===== config.mk =====
export PLATFORM = sky130hd
export DESIGN_NAME = uart_tx_packetizer
export DESIGN_NICKNAME = d
export VERILOG_FILES = /design/src/rtl/uart_tx_packetizer.sv
export SDC_FILE = /design/constraint.sdc
export NUM_CORES = 1
export LEC_CHECK = 0
export CAP_MARGIN = 20
export CORE_AREA = 10 10 87 89
export DETAILED_ROUTE_END_ITERATION = 10
export DIE_AREA = 0 0 97 99
export MAX_ROUTING_LAYER = met4
export PLACE_DENSITY = 0.87
export SYNTH_ARGS = -nofsm -noshare
export SYNTH_HDL_FRONTEND = slang
export SYNTH_SLANG_ARGS = --single-unit

===== constraint.sdc =====
create_clock -name clk -period 8.29 [get_ports clk]
set_clock_uncertainty 0.1 [all_clocks]
set_input_delay 0.829 -clock clk [delete_from_list [all_inputs] [get_ports clk]]
set_output_delay 0.829 -clock clk [all_outputs]
set_load 0.01 [all_outputs]

===== src/rtl/uart_tx_packetizer.sv =====
// Frames a latched message ID and payload as SOF, ID, LEN, payload (MSB byte first), CSUM
// and feeds it byte-by-byte into the TX FIFO push interface, stalling while the FIFO is full.
module uart_tx_packetizer #(
  parameter int unsigned PAYLOAD_BYTES = 4,
  parameter logic [7:0]  SOF_BYTE      = 8'hAA
) (
  input  logic                       clk,
  input  logic                       reset,
  input  logic                       start,
  input  logic [7:0]                 msg_id,
  input  logic [8*PAYLOAD_BYTES-1:0] payload,
  input  logic                       tx_fifo_full,
  output logic [7:0]                 tx_data,
  output logic                       push,
  output logic                       ready,
  output logic                       done
);

  localparam int unsigned CNT_W = (PAYLOAD_BYTES > 1) ? $clog2(PAYLOAD_BYTES) : 1;
  localparam logic [CNT_W-1:0] LAST_CNT = CNT_W'(PAYLOAD_BYTES - 1);
  localparam logic [7:0]       LEN_BYTE = 8'(PAYLOAD_BYTES);

  typedef enum logic [2:0] {
    S_IDLE,
    S_SOF,
    S_ID,
    S_LEN,
    S_PAYLOAD,
    S_CSUM
  } state_t;

  state_t                     state, state_n;
  logic [CNT_W-1:0]           cnt;
  logic [7:0]                 acc;
  logic [7:0]                 id_q;
  logic [8*PAYLOAD_BYTES-1:0] payload_q;
  logic [7:0]                 pl_byte;

  assign ready = (state == S_IDLE);
  // A byte is accepted in exactly the cycles push is high, so push doubles as the advance strobe.
  assign push  = (state != S_IDLE) && !tx_fifo_full;

  // Counter 0 selects the most significant payload byte.
  always_comb begin
    pl_byte = '0;
    for (int i = 0; i < int'(PAYLOAD_BYTES); i++) begin
      if (cnt == CNT_W'(i)) pl_byte = payload_q[8*(int'(PAYLOAD_BYTES)-1-i) +: 8];
    end
  end

  // NOTE: every output of this block gets a default before the case, so no latches are inferred.
  always_comb begin
    state_n = state;
    tx_data = 8'h00;
    unique case (state)
      S_IDLE: begin
        if (start) state_n = S_SOF;
      end
      S_SOF: begin
        tx_data = SOF_BYTE;
        if (push) state_n = S_ID;
      end
      S_ID: begin
        tx_data = id_q;
        if (push) state_n = S_LEN;
      end
      S_LEN: begin
        tx_data = LEN_BYTE;
        if (push) state_n = S_PAYLOAD;
      end
      S_PAYLOAD: begin
        tx_data = pl_byte;
        if (push && cnt == LAST_CNT) state_n = S_CSUM;
      end
      S_CSUM: begin
        tx_data = acc;
        if (push) state_n = S_IDLE;
      end
      default: state_n = S_IDLE;
    endcase
  end

  // NOTE: sequential state uses non-blocking assignments so every register samples pre-edge values.
  always_ff @(posedge clk or posedge reset) begin
    if (reset) begin
      state     <= S_IDLE;
      cnt       <= '0;
      acc       <= 8'h00;
      id_q      <= 8'h00;
      payload_q <= '0;
      done      <= 1'b0;
    end else begin
      state <= state_n;
      done  <= push && (state == S_CSUM);
      if (state == S_IDLE && start) begin
        id_q      <= msg_id;
        payload_q <= payload;
        acc       <= 8'h00;
        cnt       <= '0;
      end else if (push) begin
        // The 8-bit accumulator wraps naturally; SOF never contributes.
        unique case (state)
          S_ID:      acc <= acc + id_q;
          S_LEN:     acc <= acc + LEN_BYTE;
          S_PAYLOAD: begin
            acc <= acc + pl_byte;
            cnt <= (cnt == LAST_CNT) ? '0 : cnt + 1'b1;
          end
          default: ;
        endcase
      end
    end
  end

endmodule


Word-level counts from Yosys, hierarchy flattened. Index checks and enable logic that the tools add are counted.

Add/subtract/negate cells: 4. Multipliers: 0. Divide/modulo/power cells: 0. Magnitude comparators: 0. Eq/ne operators: 14. Shifts and indexed selects: 0. Mux-type cells: 19. Bitwise operators: 0. Reduce and logical (&&, ||, !) cells: 14.

Operator list (count): two-way mux 8 bit (6); case mux 8 bit (5 select lines) (1); case mux 8 bit (3 select lines) (1); two-way mux 3 bit (6); case mux 3 bit (6 select lines) (1); adder 8 bit (2); != test 2 bit, second input constant (6); adder 8 x 3 -> 8 bit, second input constant (1); two-way mux 2 bit (4); == test 3 x 2 -> 1 bit, second input constant (2); == test 3 bit, second input constant (2); AND reduction 6 bit (1); == test 2 bit, second input constant (2); logical AND 1 bit (4); AND reduction 2 bit (2); nonzero test 2 bit (2); nonzero test 4 bit (1); == test 3 x 1 -> 1 bit, second input constant (1); logical NOT 3 bit (1); nonzero test 3 bit (1); adder 2 x 1 -> 2 bit, second input constant (1); == test 2 x 1 -> 1 bit, second input constant (1); logical NOT 2 bit (1); logical NOT 1 bit (1).

Flip-flop bits (word level): 54. Latch bits: 0. Bits in writable memories: 0. Bits in read-only memories: 0. Input port bits: 44. Output and inout port bits: 11. Logic and storage cells: 57. Memories kept: 0.

Logic depth before layout (Yosys ltp).
Depth in word-level cells: 9. Gate-level depth with buffers: 18. Gate-level depth less buffers: 17.

Worst setup path after synthesis. No wires, ideal clock.

Path kind: flip-flop to flip-flop. Start: register cnt[0]. End: register acc[6]. Setup time: 0.125 ns. Data arrival time: 2.639 ns. Required time: 8.065 ns. Slack: 5.426 ns. Cell stages (with the launch flop): 19. Buffers on the path: 2. Period minus slack after synthesis: 2.864 ns. Cell sequence: dfrtp_1 > inv_1 > ha_1 > buf_2 > clkbuf_1 > a21oi_1 > a21oi_1 > o21ai_0 > nand2_1 > nand2_1 > ha_1 > inv_1 > fa_1 > nor2b_1 > o21ai_0 > nand2b_1 > a311oi_1 > xor2_1 > o21ai_1.

Longest elaborated chain between the ends: 9. Elaborated cells between the ends (all ways): 12. Those cells by class: add/sub (1); eq/ne (3); mux (7); reduce/logical (1).

RTL lines: from (decl) (RTL line 33) `logic [CNT_W-1:0] cnt;`; from (signal assigned) (RTL line 107) `cnt <= (cnt == LAST_CNT) ? '0 : cnt + 1'b1;`; logical NOT 2 bit (RTL line 47) `if (cnt == CNT_W'(i)) pl_byte = payload_q[8*(int'(PAYLOAD_BYTES)-1-i) +: 8];`; two-way mux 8 bit (3 in series) (RTL line 47); two-way mux 8 bit * (RTL line 47); adder 8 bit * (RTL line 106) `acc <= acc + pl_byte;`; case mux 8 bit (3 select lines) * (RTL line 102) `unique case (state)`; two-way mux 8 bit * (RTL line 100) `end else if (push) begin`; two-way mux 8 bit * (RTL line 95) `if (state == S_IDLE && start) begin`; to (signal assigned) (RTL line 103) `S_ID: acc <= acc + id_q;`; to (signal assigned) (RTL line 104) `S_LEN: acc <= acc + LEN_BYTE;`; to (signal assigned) (RTL line 106); to (decl) (RTL line 34) `logic [7:0] acc;`.

Every way passes the cells marked *; elsewhere a longest branch is shown, timed or not. The select of a mux whose other input is x is not followed. A chain may end at the register's enable or synchronous reset.

Final worst setup path.
Start: register state[2]. End: output port tx_data[4].

Longest elaborated chain between the ends: 2. Elaborated cells between the ends (all ways): 6. Those cells by class: eq/ne (5); mux (1).

RTL lines: from (decl) (RTL line 32) `state_t state, state_n;`; from (signal assigned) (RTL line 93) `state <= state_n;`; == test 3 bit (tied with other cells) (RTL line 55) `unique case (state)`; case mux 8 bit (5 select lines) * (RTL line 55); to (decl) (RTL line 13) `output logic [7:0] tx_data,`.

Every way passes the cells marked *; elsewhere a longest branch is shown, timed or not.

==> results.json <==
{
  "routabilityCongestion": 0.951,
  "path_cells": "clkinv_1, ha_1, a21boi_1, a21oi_1, clkdlybuf4s50_1",
  "pwr-share-clk_pct": 10.9,
  "drtIter0Drc": 169,
  "max_freq_mhz": 263,
  "relSlewSlack_pct": 45.7,
  "grt_pass1_wl_um": 13800,
  "syn_area_um2": 3170,
  "design_area_um2": 3820,
  "clock-root-buffer": "clkbuf_8",
  "diodes": 0,
  "synth_nets": 461,
  "grt_max_degree": 38,
  "ctsResizeCount": 0,
  "vias": 2866,
  "rsz0062_at_grt": "no",
  "start_util_pct": 54.3,
  "ys_seq_elements": 54,
  "synth_top_area_share_pct": 42.6,
  "yosysUniqueCellTypes": 46,
  "dpl_cell_area_um2": 3740,
  "syn_avg_cell_area_um2": 7.88,
  "p_switching_w": 0.000594,
  "drtPass1Iterations": 4,
  "synth_warnings": 0,
  "grt_usage_pct": 17.4,
  "critical_path_required_ns": 7.36,
  "outcome": "complete, no violations",
  "min_path_type": "register to register",
  "overflow": 0,
  "seq_area_frac_synth_pct": 42.6,
  "p_sw_share_pct": 44.3,
  "yosys.cell_count.top_type": "nand2_1",
  "path_clk_slew_ns": 0.09,
  "ctsLongestPathBuffers": 2,
  "crit_path_max_fanout": 14,
  "worstPathArrival_ns": 2.88,
  "synth_top_flop_cell": "dfrtp_1",
  "layout.nets": 504,
  "die_h_um": 99,
  "avgRoutedWirePerCell_um": 15.9,
  "p_leak_nw": 1.77,
  "p_comb_share_pct": 52.8,
  "cts.sinks": 54,
  "postRouteAntennaNets": 0,
  "finalCritPeriodShare_pct": 45.9,
  "numCtsBuffers": 5,
  "drive_gt1_share_pct": 4.27,
  "ir_drop_mv": 0.158,
  "async_flop_share_pct": 100,
  "worstSetupStartpointType": "register",
  "ios": 55,
  "p_int_w": 0.000747,
  "h-tree-depth": 2,
  "seq_power_share_pct": 36.4,
  "synth_edf_count": 0,
  "synthCells": 403,
  "chipWidth_um": 97,
  "synth_top_area_cell": "dfrtp_1",
  "antenna_found_initial": 0,
  "cts_setup_buffers": 0,
  "min_period_ns": 3.81,
  "synthTopCellsByCount": "167 x nand2_1, 54 x dfrtp_1, 26 x a21oi_1",
  "instances_no_fill": 520,
  "fp-row-count": 28,
  "clk_latency_ns": 0.31,
  "drc": 0,
  "via_per_inst": 5.51,
  "p_per_area_nw_per_um2": 351,
  "drv_cap": 0,
  "grt_pass1_vias": 2901,
  "synth.area.top_cells": "dfrtp_1 43%, nand2_1 20%, ha_1 5.1%",
  "hold_viol": 0,
  "setup_viol": 0,
  "area_growth_syn_to_layout_pct": 20.3,
  "worst_pin_slew_ns": 0.813,
  "drv_slew": 0,
  "hpwl_um": 6330,
  "worstSetupEndpointType": "output pin",
  "cp.buffers_inverters": 2,
  "crit_slowest_cell": "a21boi_1",
  "place.port_buffers": 54,
  "final.setup.tns_ns": 0,
  "design.core.area_um2": 5850,
  "tritoncts": "done",
  "dp_cells": 514,
  "crit_family": "buffers and inverters",
  "drt_wl_total_um": 8280,
  "hold_buffers": 0,
  "dieArea_um2": 9600,
  "critPathKind": "register to output pin",
  "critPathMaxStageDelay_ns": 0.66
}
per-stage QoR:
| step | total power [W] | util [%] | setup slack [ns] | hold slack, ns |
|---|---|---|---|---|
| 4_1_cts | 0.00134 | 65.3 | 4.53 | 0.385 |
| 3_5_place_dp | 0.00120 | 63.9 | 4.88 | 0.363 |
| 6_report | 0.00134 | 65.3 | 4.48 | 0.383 |
| 3_3_place_gp | 0.00117 | 63.5 | 5.00 | 0.354 |
| 5_1_grt | 0.00147 | 65.3 | 4.28 | 0.407 |
| 2_1_floorplan | 0.000976 | - | 5.43 | 0.337 |
flip-flops by register name (all words and copies together), names as in the netlist:
name / flops
cnt: 2
done: 1
id_q: 8
payload_q: 32
acc: 8
state: 3
area by class of cell:
type,count,area [µm²]
well taps,75,93.8
flip-flops and latches,54,1350
multi-input cells,318,1670
inverters,9,33.8
clock buffers,6,82.6
repair buffers,58,583
fillers,513,2030
logic make-up (layout without fill, tap and decap cells):
logic type / count (synthesis) / in the layout / share of synthesized area (%)
compound gates: 83 / 83 / 16.0
xor+xnor: 8 / 8 / 2.21
flops: 54 / 54 / 42.6
buf+inv: 31 / 73 / 4.69
simple gates: 213 / 213 / 28.8
fa+ha+maj: 14 / 14 / 5.75
worst reg2reg max path: cells and delay by family, from the launching register on:
family | cells | cell delay [ns]
xor+xnor | 1 | 0.21
flops | 1 | 0.43
compound gates | 6 | 0.93
fa+ha+maj | 3 | 0.86
buf+inv | 2 | 0.18
simple gates | 5 | 0.56
worst paths after layout:
| kind | from | endpoint | slack (ns) | depth (start not counted) |
|---|---|---|---|---|
| setup / recovery | state[2] | tx_data[4] | 4.48 | 5 |
| hold / removal | payload_q[1] | payload_q[1] | 0.38 | 2 |
| setup reg to reg | cnt[1] | acc[6] | 4.93 | 17 |
| hold reg to reg | payload_q[1] | payload_q[1] | 0.38 | 2 |
| max in group asynchronous | reset | payload_q[1] | 6.80 | 3 |
| min in group asynchronous | reset | acc[3] | 0.73 | 2 |
per-layer routing:
layer	up-vias	part of all wire, %	GRT usage, %
li1	1417	-	-
met2	73	51	29.8
met3	15	3.3	2.86
met1	1361	44	20.7
met5	-	0	-
met4	0	1.8	4.88
placed cells by master (no fill, tap or decap), types with 2 or more instances in the layout:
cell	instances
xnor2_1	3
a21oi_2	2
clkbuf_8	6
and3_1	3
dfrtp_1	54
a31oi_1	7
o21ai_0	24
a21o_1	2
nor3b_1	3
nor2_1	7
xor2_1	5
buf_4	3
nor2b_1	3
clkdlybuf4s50_1	54
and2_1	5
inv_1	7
nand3_1	5
a21oi_1	26
a32oi_1	4
nand2_1	167
o211ai_1	2
nand3b_1	10
ha_1	13
o21ai_1	6
nand2b_1	2
nor3_1	2
power groups by stage:
stage	registers [W]	logic, W	clock network, W
3_5_place_dp	0.000490	0.000705	0
4_1_cts	0.000486	0.000709	0.000149
5_1_grt	0.000503	0.000805	0.000157
3_3_place_gp	0.000484	0.000685	0
6_report	0.000488	0.000707	0.000146
2_1_floorplan	0.000442	0.000534	0
No activity file was read; power rests on OpenSTA's default activity.
==> edit 1, RTL diff (same settings) <==
Reset style: synchronous (`reset`), changed in one clocked block.
--- a/src/rtl/uart_tx_packetizer.sv
+++ b/src/rtl/uart_tx_packetizer.sv
@@ -81,7 +81,7 @@
   end
 
   // NOTE: sequential state uses non-blocking assignments so every register samples pre-edge values.
-  always_ff @(posedge clk or posedge reset) begin
+  always_ff @(posedge clk) begin
     if (reset) begin
       state     <= S_IDLE;
       cnt       <= '0;
Formal check against the unedited RTL: differs if reset is asserted again (counterexample within 4 cycles, from zero or initial values and one cycle with reset high); with reset held inactive, the same outputs for 10 cycles.
==> edit 1 against the unedited design <==
Sequential cell count did not move; synthesized area fell by 6.7%; worst setup slack improved by 34 ps; non-clock buffer count fell by 1; final area fell by 4.9%; synthesized cell count did not move; routed wire length fell by 2.7%; critical path depth rose by 3; via count rose by 5.0%; critical endpoint is now tx_data[7].
Power is not compared: it rests on default switching activity, and its combinational part moved more than twofold at a synthesized area within 25%.
==> edit 1: results (changes against the unedited design) <==
Run status
  – Status: complete, no violations (unchanged)

Critical path
  – Worst Path Arrival: 2850 ps (was 2880 ps)
  – Reg2reg start: state[0] (was cnt[1])
  – R2R depth: 11 (was 17)
  – Maximum fanout along the worst path: 16 (was 14)
  – Critical path startpoint: cnt[1] (was state[2])
  – Reg-to-reg endpoint: acc[6] (unchanged)

Layout
  – Register area: 1080 um2 (was 1350 um2)
  – Inverters: 8 (was 9)
  – Nets: 501 (was 504)
  – Signal buffers share of area: 15.5% (was 15.3%)
  – Clock buf/inv share: 2.76% (was 2.16%)
  – Non-clock buffers: 57 (was 58)
  – Area of the multi-input gates: 1760 um2 (was 1670 um2)

GRT
  – GR Util met3: 2.30% (was 2.86%)
  – Number of global-route vias before repair: 2806 (was 2901)
  – GR Layer Usage met2: 26.7% (was 29.8%)
  – First-pass GRT wire length: 13.1 mm (was 13.8 mm)
  – Pin count of the biggest net entering global routing: 47 (was 38)

Min path
  – Hold_sp: payload_q[28] (was payload_q[1])

Routing
  – Metal3 WL: 580 um (was 275 um)
  – First-pass DRT Iterations: 5 (was 4)
  – Met2 WL: 3.88 mm (was 4.19 mm)

Yosys
  – Synth Flop Type: dfxtp_1 (was dfrtp_1)
  – Register area share after synthesis: 36.5% (was 42.6%)
  – Commonest cells in the netlist: nand2_1 (103), a21oi_1 (63), dfxtp_1 (54), nor2_1 (32), o21ai_0 (22) (was nand2_1 (167), dfrtp_1 (54), a21oi_1 (26), o21ai_0 (24), ha_1 (13))

Place
  – Post-DP HPWL: 5.92 mm (was 6.33 mm)
  – Pre-CTS setup slack: 4910 ps (was 4880 ps)

STA
  – Min Hold Slack: 365 ps (was 383 ps)
-- edit 1: kinds of logic (layout without fill, tap and decap cells) --
family                     count (synthesis)  in the layout  synth area share, %
and+or+nand+nor                          174            174                 26.2
adders and majority gates                 14             14                 6.17
DFF                                       54             54                 36.5
xor gates and xnor gates                   4              4                 1.18
AOI/OAI and AO/OA                        120            120                 24.1
buffers and inverters                     32             73                 4.18
muxes                                      5              5                 1.69
-- edit 1: per-stage QoR --
step | utilization [%] | instance area [um2] | power [uW] | instances
after floorplan | - | 2960 | 362 | 403
after global placement | 60.4 | 3530 | 410 | 511
after detailed placement | 60.4 | 3530 | 413 | 511
after CTS | 62.1 | 3630 | 567 | 519
after global routing | 62.1 | 3630 | 592 | 519
final | 62.1 | 3630 | 566 | 519
-- edit 1: where the power goes --
part           internal, uW  switching (uW)
Clock                  68.9            87.8
Combinational          55.6            58.9
Sequential              276            18.3
-- edit 1: tightest hold or removal path, stage by stage (launching register included) --
cell	delay, ps
dfxtp_1	320
nand2_1	50
a21oi_1	50
==> edit 2, RTL diff (same flow settings) <==
Made on the original files. `PAYLOAD_BYTES`: 4 -> 2.
--- a/src/rtl/uart_tx_packetizer.sv
+++ b/src/rtl/uart_tx_packetizer.sv
@@ -1,7 +1,7 @@
 // Frames a latched message ID and payload as SOF, ID, LEN, payload (MSB byte first), CSUM
 // and feeds it byte-by-byte into the TX FIFO push interface, stalling while the FIFO is full.
 module uart_tx_packetizer #(
-  parameter int unsigned PAYLOAD_BYTES = 4,
+  parameter int unsigned PAYLOAD_BYTES = 2,
   parameter logic [7:0]  SOF_BYTE      = 8'hAA
 ) (
   input  logic                       clk,
Ports: changed (resized payload); port bits go from 55 to 39. No check against the original RTL was run, so the function may have changed too.
==> edit 2 against the unedited design <==
Synthesized area shrank 27%; worst setup slack better by 480 ps; first-iteration DRC count up 20%; routed wire length down 33%; sequential cell count down 17; power fell by 15%; final area decreased by 25%; count of clock-buffer cells in the layout unchanged; sequential power decreased by 23%; largest cell class unchanged; highest routed layer unchanged.
==> edit 2: results (changes against the unedited design) <==
Clocking
  – H-tree Lvls: 2 (unchanged)
  – Post-cts resize count: 0 (unchanged)
  – Worst-path clk slew: 70 ps (was 90 ps)

STA
  – Slew HR: 42.7% (was 45.7%)

GRT
  – Gr ovfl total: 0 (unchanged)
  – Number of global-route vias before repair: 1975 (was 2901)
  – Grt met1 use: 14.2% (was 20.7%)
  – GR Util met3: 2.16% (was 2.86%)
  – First-pass GRT wire length: 9.65 mm (was 13.8 mm)
  – Gr usage total: 12.1% (was 17.4%)
  – GR Layer Usage met2: 20.6% (was 29.8%)

Routing
  – Number of DRC markers in iteration 0: 202 (was 169)
  – Metal3 WL: 215 um (was 275 um)
  – Mean routed wirelength per cell: 15.8 um (was 15.9 um)
  – Vias: 1920 (was 2866)
  – Total Wirelength: 5.54 mm (was 8.28 mm)
  – Met2 WL: 2.77 mm (was 4.19 mm)
  – M1 WL: 2.48 mm (was 3.66 mm)

Yosys
  – Register area share after synthesis: 39.8% (was 42.6%)
  – Commonest cells in the netlist: dfrtp_1 (37), mux2_1 (19), nor2_1 (19), nand2_1 (18), o21ai_0 (16) (was nand2_1 (167), dfrtp_1 (54), a21oi_1 (26), o21ai_0 (24), ha_1 (13))
  – Top cells by area, synth: dfrtp_1 (40%), mux2_1 (9.2%), ha_1 (4.3%) (was dfrtp_1 (43%), nand2_1 (20%), ha_1 (5.1%))
  – Syn nets: 277 (was 461)
  – Fraction of registers with async set/reset: 100% (unchanged)
  – Cells after synthesis: 240 (was 403)

Place
  – IO buf count: 38 (was 54)
  – Pre-CTS setup slack: 5180 ps (was 4880 ps)
  – Placed Area: 2750 um2 (was 3740 um2)
  – Gpl congestion: 0.928 (was 0.951)
  – Placed Cells incl. Taps: 342 (was 514)

Power
  – VDD IR max: 0.000175 V (was 0.000158 V)
  – Pleak: 0.00116 uW (was 0.00177 uW)

Critical path
  – Maximum fanout along the worst path: 28 (was 14)
  – Worst Path Arrival: 2400 ps (was 2880 ps)

Layout
  – Nets: 311 (was 504)
  – Layout cells sized above 1: 8.00% (was 4.27%)
  – Largest regs: payload_q x16, acc x8, id_q x8 (was payload_q x32, acc x8, id_q x8)

Run status
  – Status: complete, no violations (unchanged)
[edit 2: cell types whose count changed after synthesis, sizes merged, moves of 5 or more]
cell	before	now
a21oi	28	14
a31oi	7	1
buf	16	8
dfrtp	54	37
ha	13	8
mux2	0	27
mux2i	0	8
nand2	168	18
nand3b	10	1
nor2	8	20
nor2b	3	9
o21ai	31	20
o22ai	1	6
[edit 2: critical path, cell delays in order (launching register included)]
cell and delay, ps:
dfrtp_1 700, nor2b_1 350, nor2b_1 170, a21oi_1 50, o22ai_1 240, clkdlybuf4s50_1 600
[edit 2: path summary, 6_finish.rpt]
path | slack [ps] | cells past startpoint | from | endpoint
min reg2reg | 390 | 1 | payload_q[5] | payload_q[5]
min | 390 | 1 | payload_q[5] | payload_q[5]
max in group asynchronous | 6930 | 3 | reset | payload_q[8]
max reg2reg | 5130 | 10 | state[0] | acc[6]
max | 4970 | 5 | state[0] | tx_data[1]
min in group asynchronous | 840 | 3 | reset | acc[4]
[edit 2: layout make-up]
type / count / area [um2]
Sequential cell: 37 / 926
Tap cell: 75 / 93.8
Timing Repair Buffer: 40 / 395
Inverter: 9 / 33.8
Fill cell: 513 / 2990
Clock inverter: 2 / 38.8
Multi-Input combinational cell: 181 / 1300
Clock buffer: 6 / 72.6
[edit 2: logic make-up (layout without fill, tap and decap cells)]
logic type	after synthesis	after routing	share of synthesized area (%)
and+or+nand+nor	70	70	15.3
AOI/OAI and AO/OA	61	61	16.5
DFF	37	37	39.8
muxes	35	35	16.5
buffers and inverters	22	57	4.46
adders and majority gates	9	9	5.16
xor gates and xnor gates	6	6	2.26
[edit 2: where the power goes]
group	total, uW	internal (uW)	switching, uW
clock	158	90.3	68.0
combinational	611	307	304
sequential	376	267	109
